[src/rtl/sa_pe_pkg.sv]
// rtl/sa_pe_pkg.sv - shared types and constants for the PE partial-sum path
package sa_pe_pkg;

   localparam int PSUM_W    = 16;
   localparam int MAC_CNT_W = 8;

   typedef logic [PSUM_W-1:0] psum_t;

   typedef enum logic {
      SHD_EMPTY = 1'b0,
      SHD_FULL  = 1'b1
   } shd_state_e;

   function automatic int unsigned cnt_sat_val(input int w);
      return (32'd1 << w) - 32'd1;
   endfunction

   localparam int unsigned MAC_CNT_SAT = cnt_sat_val(MAC_CNT_W);

endpackage

[src/rtl/sa_psum_shadow.sv]
// rtl/sa_psum_shadow.sv - shadow psum register with drain FSM, overwrite flag and scan path
module sa_psum_shadow
   import sa_pe_pkg::*;
#(
   parameter int OC_W = PSUM_W
) (
   input  logic            i_clk,
   input  logic            i_rst,
   input  logic            i_swap_ld,
   input  logic [OC_W-1:0] i_swap_val,
   input  logic            i_shift,
   input  logic [OC_W-1:0] i_scan_in,
   output logic [OC_W-1:0] o_scan_out,
   output logic            o_shd_valid,
   output logic            o_ovr
);

   shd_state_e      state_q, state_d;
   logic [OC_W-1:0] shd_q;
   logic            ovr_q;
   logic            ovr_set;

   always_ff @(posedge i_clk) begin
      if (i_rst) begin
         state_q <= SHD_EMPTY;
      end else begin
         state_q <= state_d;
      end
   end

   // A swap always takes the shadow, even when a shift drains it in the same cycle.
   always_comb begin
      state_d = state_q;
      ovr_set = 1'b0;
      if (i_swap_ld) begin
         state_d = SHD_FULL;
         ovr_set = (state_q == SHD_FULL) && !i_shift;
      end else if (i_shift) begin
         state_d = SHD_EMPTY;
      end
   end

   always_ff @(posedge i_clk) begin
      if (i_rst) begin
         shd_q <= '0;
         ovr_q <= 1'b0;
      end else begin
         if (i_swap_ld) begin
            shd_q <= i_swap_val;
         end else if (i_shift) begin
            shd_q <= i_scan_in;
         end
         if (ovr_set) begin
            ovr_q <= 1'b1;
         end
      end
   end

   assign o_scan_out  = shd_q;
   assign o_shd_valid = (state_q == SHD_FULL);
   assign o_ovr       = ovr_q;

endmodule

[src/rtl/sa_psum_accum.sv]
// rtl/sa_psum_accum.sv - PE partial-sum accumulator with context swap into a drainable shadow
module sa_psum_accum
   import sa_pe_pkg::*;
#(
   parameter int OC_W  = PSUM_W,
   parameter int CNT_W = MAC_CNT_W
) (
   input  logic             i_clk,
   input  logic             i_rst,
   input  logic [OC_W-1:0]  i_sum,
   output logic [OC_W-1:0]  o_c,
   input  logic             i_pipe_en,
   input  logic             i_acc_en,
   input  logic             i_swap,
   input  logic             i_preload,
   input  logic [OC_W-1:0]  i_preload_val,
   input  logic             i_shift,
   input  logic [OC_W-1:0]  i_scan_in,
   output logic [OC_W-1:0]  o_scan_out,
   output logic             o_shd_valid,
   output logic [CNT_W-1:0] o_mac_cnt,
   output logic             o_ovr
);

   localparam logic [CNT_W-1:0] CNT_MAX = CNT_W'(cnt_sat_val(CNT_W));

   logic [OC_W-1:0]  acc_q;
   logic [CNT_W-1:0] cnt_q;
   logic             swap_ld;
   logic [OC_W-1:0]  swap_val;

   assign swap_ld  = i_pipe_en && i_swap;
   // The product arriving with the swap still belongs to the finishing context.
   assign swap_val = i_acc_en ? i_sum : acc_q;

   always_ff @(posedge i_clk) begin
      if (i_rst) begin
         acc_q <= '0;
         cnt_q <= '0;
      end else if (i_pipe_en) begin
         if (i_swap) begin
            acc_q <= i_preload ? i_preload_val : '0;
            cnt_q <= '0;
         end else if (i_acc_en) begin
            acc_q <= i_sum;
            if (cnt_q != CNT_MAX) begin
               cnt_q <= cnt_q + 1'b1;
            end
         end
      end
   end

   sa_psum_shadow #(
      .OC_W (OC_W)
   ) u_shadow (
      .i_clk       (i_clk),
      .i_rst       (i_rst),
      .i_swap_ld   (swap_ld),
      .i_swap_val  (swap_val),
      .i_shift     (i_shift),
      .i_scan_in   (i_scan_in),
      .o_scan_out  (o_scan_out),
      .o_shd_valid (o_shd_valid),
      .o_ovr       (o_ovr)
   );

   assign o_c       = acc_q;
   assign o_mac_cnt = cnt_q;

endmodule

[config.mk]
export PLATFORM = sky130hd
export DESIGN_NAME = sa_psum_accum
export DESIGN_NICKNAME = d
export VERILOG_FILES = /design/src/rtl/sa_pe_pkg.sv /design/src/rtl/sa_psum_shadow.sv /design/src/rtl/sa_psum_accum.sv
export SDC_FILE = /design/constraint.sdc
export NUM_CORES = 1
export LEC_CHECK = 0
export CORE_AREA = 2 2 86 88
export DETAILED_ROUTE_END_ITERATION = 8
export DIE_AREA = 0 0 88 90
export GPL_TIMING_DRIVEN = 0
export PLACE_DENSITY = 0.62
export SYNTH_ARGS = -nofsm -noshare
export SYNTH_HDL_FRONTEND = slang
export SYNTH_SLANG_ARGS = --single-unit
[constraint.sdc]
create_clock -name i_clk -period 1.8 [get_ports i_clk]
set_input_delay 0.54 -clock i_clk [delete_from_list [all_inputs] [get_ports i_clk]]
set_output_delay 0.54 -clock i_clk [all_outputs]
set_load 0.01 [all_outputs]
==> summary.txt, run 1 <==
Status
  – Status: finished clean

Logic synthesis
  – Post-synthesis cell type count: 32
  – Largest area contributor in the netlist: dfxtp_1
  – Gate Count Post-Synth: 240
  – Syn nets: 296
  – Synth top area cells: dfxtp_1, a211oi_1, mux2i_1
  – Yosys warnings: 0
  – Share of the yosys chip area belonging to registers: 40.7%
  – Area share of the largest cell type after synthesis: 40.7%
  – Synth Register Bits: 42
  – Cell Area, Synth: 0.00206 sq mm
  – Mean Syn Cell Area: 8.60 sq um

GRT
  – First-pass GRT wire length: 10700 um
  – Vias in the first global route: 2061
  – Grt met3 use: 3.31%
  – Total global routing overflow: 0
  – GRT Max-Usage Layer: met2
  – Largest net degree at the start of global routing: 12
  – Met2 Usage GRT: 26.7%
  – Grt met1 use: 24.4%
  – GRT Overall Usage: 17.3%
  – Antenna violations before repair: 0

Critical path
  – Crit end category: output pin
  – Worst Path Arrival: 1.23 ns
  – Setup crit start kind: register
  – Critical path buffers and inverters: 1
  – CP startpoint: o_c[6]$_SDFFE_PP0P_
  – Setup CP Type: reg2out
  – Crit-path max cell delay: 0.57 ns
  – Reg-to-Reg Start: o_mac_cnt[1]$_SDFFE_PP0P_
  – Crit-path max FO: 3
  – CP required: 1.26 ns
  – CP cell instances: clkdlybuf4s50_1
  – Critical path's slowest cell: clkdlybuf4s50_1
  – CP delay by family, top: buffers and inverters

Detailed routing
  – Number of remaining DRC errors: 0
  – Via density per instance: 4.95
  – WL/cell: 16.3 um
  – DR iter-0 viols: 90
  – Post-route ant nets: 0
  – Vias: 2178
  – WL final: 7160 um
  – Total iterations of the first detailed-routing run: 4

STA
  – Final worst path period share: 98.6%
  – Actual slew at the worst max-slew pin: 0.520 ns
  – Hold Vio Cnt, Final: 0
  – Slew Limit Headroom: 65.3%
  – Final Max Slew Viols: 0
  – Peak Freq: 564 MHz
  – Final Critical Period: 1.77 ns
  – Clk_skew: 0.0100 ns
  – Hold WS: 0.512 ns
  – # setup viols final: 0

Cells and area
  – Antenna cells: 0
  – Fill cells: 689
  – Layout cells sized above 1: 11.4%
  – Post-Layout Cell Count: 440
  – Final instance area: 0.00332 sq mm
  – Most frequent cells in the layout: clkdlybuf4s50_1, a211oi_1, dfxtp_1
  – Register area: 851 sq um
  – Layout area overhead: 60.7%
  – Most common cell after layout, fill and taps aside: clkdlybuf4s50_1
  – Multi-input gate area: 0.00117 sq mm
  – Fin nets: 397

Min path
  – HP Class: reg2reg
  – Hold Crit Start: o_c[9]$_SDFFE_PP0P_

CTS
  – CTS max path bufs: 2
  – Total clock sinks: 42
  – Root buf cell: clkbuf_8
  – Clock transition at path regs: 0.08 ns
  – CTS Hold Bufs: 0
  – Clock Latency Late Sink: 0.30 ns
  – H-tree depth: 2
  – CTS tree: built
  – Num CTS Buffers: 5

Power
  – Leakage power: 0.00129 uW
  – Pwr Total: 2150 uW
  – Power Dens Cells: 649 mW/mm^2
  – Max rail drop VDD: 0.282 mV

Die
  – Core area: 0.00702 sq mm
  – Initial core utilization: 29.4%
  – Die width: 88 um
  – Die ar.: 0.00792 sq mm
  – Row cnt: 31
  – Die height: 90 um
  – IO Count: 97

Place
  – Routability cong.: 0.790
  – Post-detail-place hpwl: 5190 um
  – Placed Cells: 432
  – Post-DP Area: 0.00312 sq mm
  – PortBufs: 93

Job
  – Maximum capacitance violations: 0
## metal layers
layer  vias to the layer above  share of wire, %
li1                       1084                 -
met1                      1022                46
met2                        67                48
met3                         5               4.9
met4                         0              0.99
met5                         -                 0
## cell usage after synthesis
library cell and number:
a211oi_1 49, dfxtp_1 42, nor2_1 33, a21oi_1 24, mux2i_1 16, nor2b_1 16, clkbuf_1 12, buf_2 7
or4_1 5, nand3_1 4, buf_4 3, inv_1 3, nand2_1 3, o211ai_1 3, and2_1 2, nand4_1 2
a31oi_1 1, and3_2 1, ha_1 1, nand2b_1 1, nand3_2 1, nand3b_1 1, nor2_2 1, nor3_1 1
nor4_1 1, o211a_1 1, o21ai_0 1, o21ai_2 1, o21ba_2 1, o31ai_1 1, or2_0 1, or3_1 1
## worst reg2reg max path, cell delays in order, from the launching register on
cell	delay (ns)
dfxtp_1	0.39
ha_1	0.21
nand3_1	0.16
or4_1	0.49
a211oi_1	0.19
## power breakdown
group          switching, uW  leakage (uW)  internal [uW]
Sequential              39.4      0.000350            986
Combinational            243      0.000904            302
Clock                    314     0.0000383            267
## cell families after synthesis
| family | synth area share [%] |
|---|---|
| buffers and inverters | 5.51 |
| DFF | 40.7 |
| adders and majority gates | 0.606 |
| AOI/OAI and AO/OA | 27.0 |
| muxes | 7.76 |
| and+or+nand+nor | 18.4 |
## flip-flops by register name (all words and copies together), names as in the netlist
signal                flops
o_c                      16
u_shadow.o_ovr            1
u_shadow.o_shd_valid      1
u_shadow.o_scan_out      16
o_mac_cnt                 8
## through the flow
step                       TNS, ns  setup slack, ns  utilization [%]
after global placement       -9.41           -0.449             44.4
final                            0           0.0258             47.2
after global routing      -0.00729         -0.00575             47.2
after detailed placement     -9.84           -0.443             44.4
after floorplan                  0            0.250                -
after CTS                        0          0.00541             45.9
## timing repair
item	CTS	global route
resized for setup	15	27
cloned	0	1
buffers inserted	0	1
setup endpoints to repair	19	39
pin swaps	0	0
endpoints found under the hold margin	0	0
## worst paths after layout
kind                          endpoint  slack, ns  depth (start not counted)
min                o_c[9]$_SDFFE_PP0P_       0.51                          2
max                             o_c[6]       0.03                          1
max reg2reg  o_mac_cnt[6]$_SDFFE_PP0P_       0.27                          4
min reg2reg        o_c[9]$_SDFFE_PP0P_       0.51                          2
## layout make-up
class                           instances  area share [%]
Buffer                                 21            3.73
Sequential cell                        42            25.7
Timing Repair Buffer                   95            29.1
Clock buffer                            7            2.30
Tap cell                               99            3.73
Inverter                                3           0.339
Multi-Input combinational cell        173            35.2
Power figures use the tool's default switching activity.
==> inputs of run 2 (changes only) <==
--- a/config.mk
+++ b/config.mk
@@ -5,11 +5,11 @@
 export SDC_FILE = /design/constraint.sdc
 export NUM_CORES = 1
 export LEC_CHECK = 0
-export CORE_AREA = 2 2 86 88
+export CORE_AREA = 2 2 78 80
 export DETAILED_ROUTE_END_ITERATION = 8
-export DIE_AREA = 0 0 88 90
+export DIE_AREA = 0 0 80 82
 export GPL_TIMING_DRIVEN = 0
-export PLACE_DENSITY = 0.62
+export PLACE_DENSITY = 0.76
 export SYNTH_ARGS = -nofsm -noshare
 export SYNTH_HDL_FRONTEND = slang
 export SYNTH_SLANG_ARGS = --single-unit
==> constraint.sdc (replaced) <==
create_clock -name i_clk -period 1.5 [get_ports i_clk]
set_input_delay 0.45 -clock i_clk [delete_from_list [all_inputs] [get_ports i_clk]]
set_output_delay 0.45 -clock i_clk [all_outputs]
set_load 0.01 [all_outputs]
==> summary.txt, run 2 (synthesis results as in run 1) <==
Critical path
  – Crit-path max FO: 6 (+3)
  – CP delay by family, top: buffers and inverters
  – CP cell instances: dlygate4sd2_1 -> buf_6 -> buf_12 -> mux2i_1 -> nor2_1 -> a21oi_1 -> a211oi_1
  – Reg2Reg Depth: 4 (unchanged)
  – Worst flop-to-flop path endpoint: o_mac_cnt[5]$_SDFFE_PP0P_
  – Critical path's slowest cell: mux2i_1
  – Reg-to-Reg Start: o_mac_cnt[1]$_SDFFE_PP0P_
  – Critical path buffers and inverters: 3 (+2)
  – Flop2flop setup slack: 0.04 ns (-0.23 ns)
  – Setup crit start kind: input port
  – Setup CP Type: in2reg
  – CP required: 1.66 ns (+0.40 ns)
  – Crit end category: register
  – Worst Path Arrival: 1.63 ns (+0.40 ns)
  – Crit-path max cell delay: 0.38 ns (-0.19 ns)

Place
  – Post-detail-place hpwl: 4860 um (-6.3%)
  – PortBufs: 93 (unchanged)
  – Routability cong.: 0.832 (+5.4%)
  – Placed Cells: 408 (-5.6%)
  – Dpl ws: -0.653 ns (-0.210 ns)

Cells and area
  – Most common cell after layout, fill and taps aside: clkdlybuf4s50_1
  – Post-Layout Cell Count: 422 (-4.1%)
  – Fin nets: 402 (+1.3%)
  – Layout area overhead: 63.5%
  – Layout cells sized above 1: 16.1% (+4.7 points)
  – Antenna cells: 0 (unchanged)
  – Most frequent cells in the layout: clkdlybuf4s50_1, a211oi_1, dlygate4sd2_1

GRT
  – Vias in the first global route: 2070 (+0.44%)
  – Antenna violations before repair: 0 (unchanged)
  – Largest net degree at the start of global routing: 13 (+1)
  – Total global routing overflow: 0 (unchanged)
  – GRT Overall Usage: 20.1% (+2.8 points)
  – First-pass GRT wire length: 10200 um (-5.0%)

STA
  – Clk_skew: 0.00544 ns (-0.00459 ns)
  – Setup TNS: 0 ns (unchanged)
  – Worst setup margin: 0.0293 ns (+0.00356 ns)
  – Actual slew at the worst max-slew pin: 0.542 ns (+0.0217 ns)
  – RSZ-0062 raised after global routing: yes
  – Hold Vio Cnt, Final: 0 (unchanged)
  – Final Critical Period: 1.47 ns
  – Peak Freq: 680 MHz
  – Final Max Slew Viols: 0 (unchanged)
  – # setup viols final: 0 (unchanged)
  – Final worst path period share: 98.0%
  – Slew Limit Headroom: 63.9% (-1.4 points)

CTS
  – H-tree depth: 2 (unchanged)
  – Num CTS Buffers: 5 (unchanged)
  – CTS Hold Bufs: 0 (unchanged)
  – CTS max path bufs: 2 (unchanged)
  – Total clock sinks: 42 (unchanged)
  – Clock transition at path regs: 0.08 ns (about the same)
  – Clock Latency Late Sink: 0.29 ns (about the same)
  – Root buf cell: clkbuf_8
  – CTS tree: built

Detailed routing
  – Vias: 2211 (+1.5%)
  – WL/cell: 16.2 um (-0.34%)
  – Via density per instance: 5.24 (+5.8%)
  – Number of remaining DRC errors: 0 (unchanged)
  – Total iterations of the first detailed-routing run: 4 (unchanged)
  – Post-route ant nets: 0 (unchanged)
  – WL final: 6840 um (-4.4%)
  – DR iter-0 viols: 115 (+28%)

Power
  – Power Dens Cells: 771 mW/mm^2 (+19%)
  – Max rail drop VDD: 0.373 mV (+32%)
  – Leakage power: 0.00135 uW (+4.6%)

Min path
  – WHS Endpoint: o_mac_cnt[6]$_SDFFE_PP0P_
  – Hold Crit Start: i_rst
  – WHS Path Cells: 2 (unchanged)
  – HP Class: in2reg

Die
  – Die ar.: 0.00656 sq mm (-17%)
  – Initial core utilization: 35.9% (+6.5 points)
  – Core area: 0.00575 sq mm (-18%)
  – Die width: 80 um (-9.1%)
  – Die height: 82 um (-8.9%)
  – IO Count: 97 (unchanged)
  – Row cnt: 28 (-9.7%)

Job
  – Maximum capacitance violations: 0 (unchanged)

Status
  – Status: finished clean
[run 2: cell types whose count changed in the layout (fill, tap and decap cells not counted), moves of 2 or more]
| cell | change |
|---|---|
| dlygate4sd2_1 | +41 |
| clkdlybuf4s50_1 | -31 |
| dlymetal6s2s_1 | -10 |
| buf_4 | +4 |
| dfxtp_4 | +3 |
| a21oi_1 | -2 |
| a21oi_2 | +2 |
| clkbuf_1 | -2 |
| dfxtp_2 | -2 |
[run 2: routing by layer]
layer	vias up	share of wire (%)	global-route usage, %
met5	-	0	0
met4	0	1.7	6.44
met3	12	7.5	3.74
met2	86	48	31.8
li1	1097	-	-
met1	1016	43	27.7
[run 2: cell type report]
| type | count | area (sq um) |
|---|---|---|
| plain buffers | 21 | 129 |
| fillers | 508 | 2370 |
| flip-flops and latches | 42 | 860 |
| clock inverters | 1 | 5.00 |
| well taps | 75 | 93.8 |
| multi-input cells | 173 | 1230 |
| clock buffers | 7 | 86.3 |
| inverters | 3 | 11.3 |
| repair buffers | 100 | 961 |
[run 2: power breakdown]
part / switching, uW / internal (uW)
registers: 44.8 / 1180
logic: 295 / 345
clock network: 369 / 371
total: 709 / 1890
[run 2: through the flow]
stage	hold WS [ns]	cell area, sq um	util [%]	total power, uW
finish	0.469	3380	58.8	2600
global route	0.507	3380	58.8	2740
detailed placement	0.490	3090	53.8	1860
floorplan	0.515	2060	-	1520
global placement	0.484	3090	53.8	1850
CTS	0.463	3270	57.0	2600
[run 2: how the worst max path moves through the flow]
stage | start | endpoint | slack, ns | cells after the start
2_1_floorplan | o_mac_cnt[0]$_SDFFE_PP0P_ | o_mac_cnt[6]$_SDFFE_PP0P_ | 0.007 | 4
3_3_place_gp | i_acc_en | o_c[11]$_SDFFE_PP0P_ | -0.62 | 7
3_5_place_dp | i_acc_en | o_c[11]$_SDFFE_PP0P_ | -0.65 | 7
4_1_cts | o_mac_cnt[0]$_SDFFE_PP0P_ | o_mac_cnt[5]$_SDFFE_PP0P_ | 0.02 | 5
5_1_grt | i_acc_en | o_c[3]$_SDFFE_PP0P_ | -0.02 | 7
6_report | i_acc_en | o_c[4]$_SDFFE_PP0P_ | 0.03 | 7
[run 2: worst reg2reg max path, cell delays in order, from the launching register on]
cell and delay (ns):
dfxtp_4 0.39, nand3_2 0.11, or2_1 0.26, or4_4 0.49
a21oi_2 0.14
[run 2: timing repair]
item / 4_1_cts / 5_1_grt
gates resized for setup: 71 / 22
setup buffers: 3 / 3
setup endpoints to repair: 77 / 21
pin swaps: 0 / 1
cloned: 1 / 0
hold endpoints to repair: 0 / 0
==> inputs of run 3 (changes only) <==
--- a/config.mk
+++ b/config.mk
@@ -9,6 +9,7 @@
 export DETAILED_ROUTE_END_ITERATION = 8
 export DIE_AREA = 0 0 80 82
 export GPL_TIMING_DRIVEN = 0
+export HOLD_SLACK_MARGIN = 0.03
 export PLACE_DENSITY = 0.76
 export SYNTH_ARGS = -nofsm -noshare
 export SYNTH_HDL_FRONTEND = slang
==> results of run 3 <==
The final DEF is identical to that of run 2; final timing and power are the same.
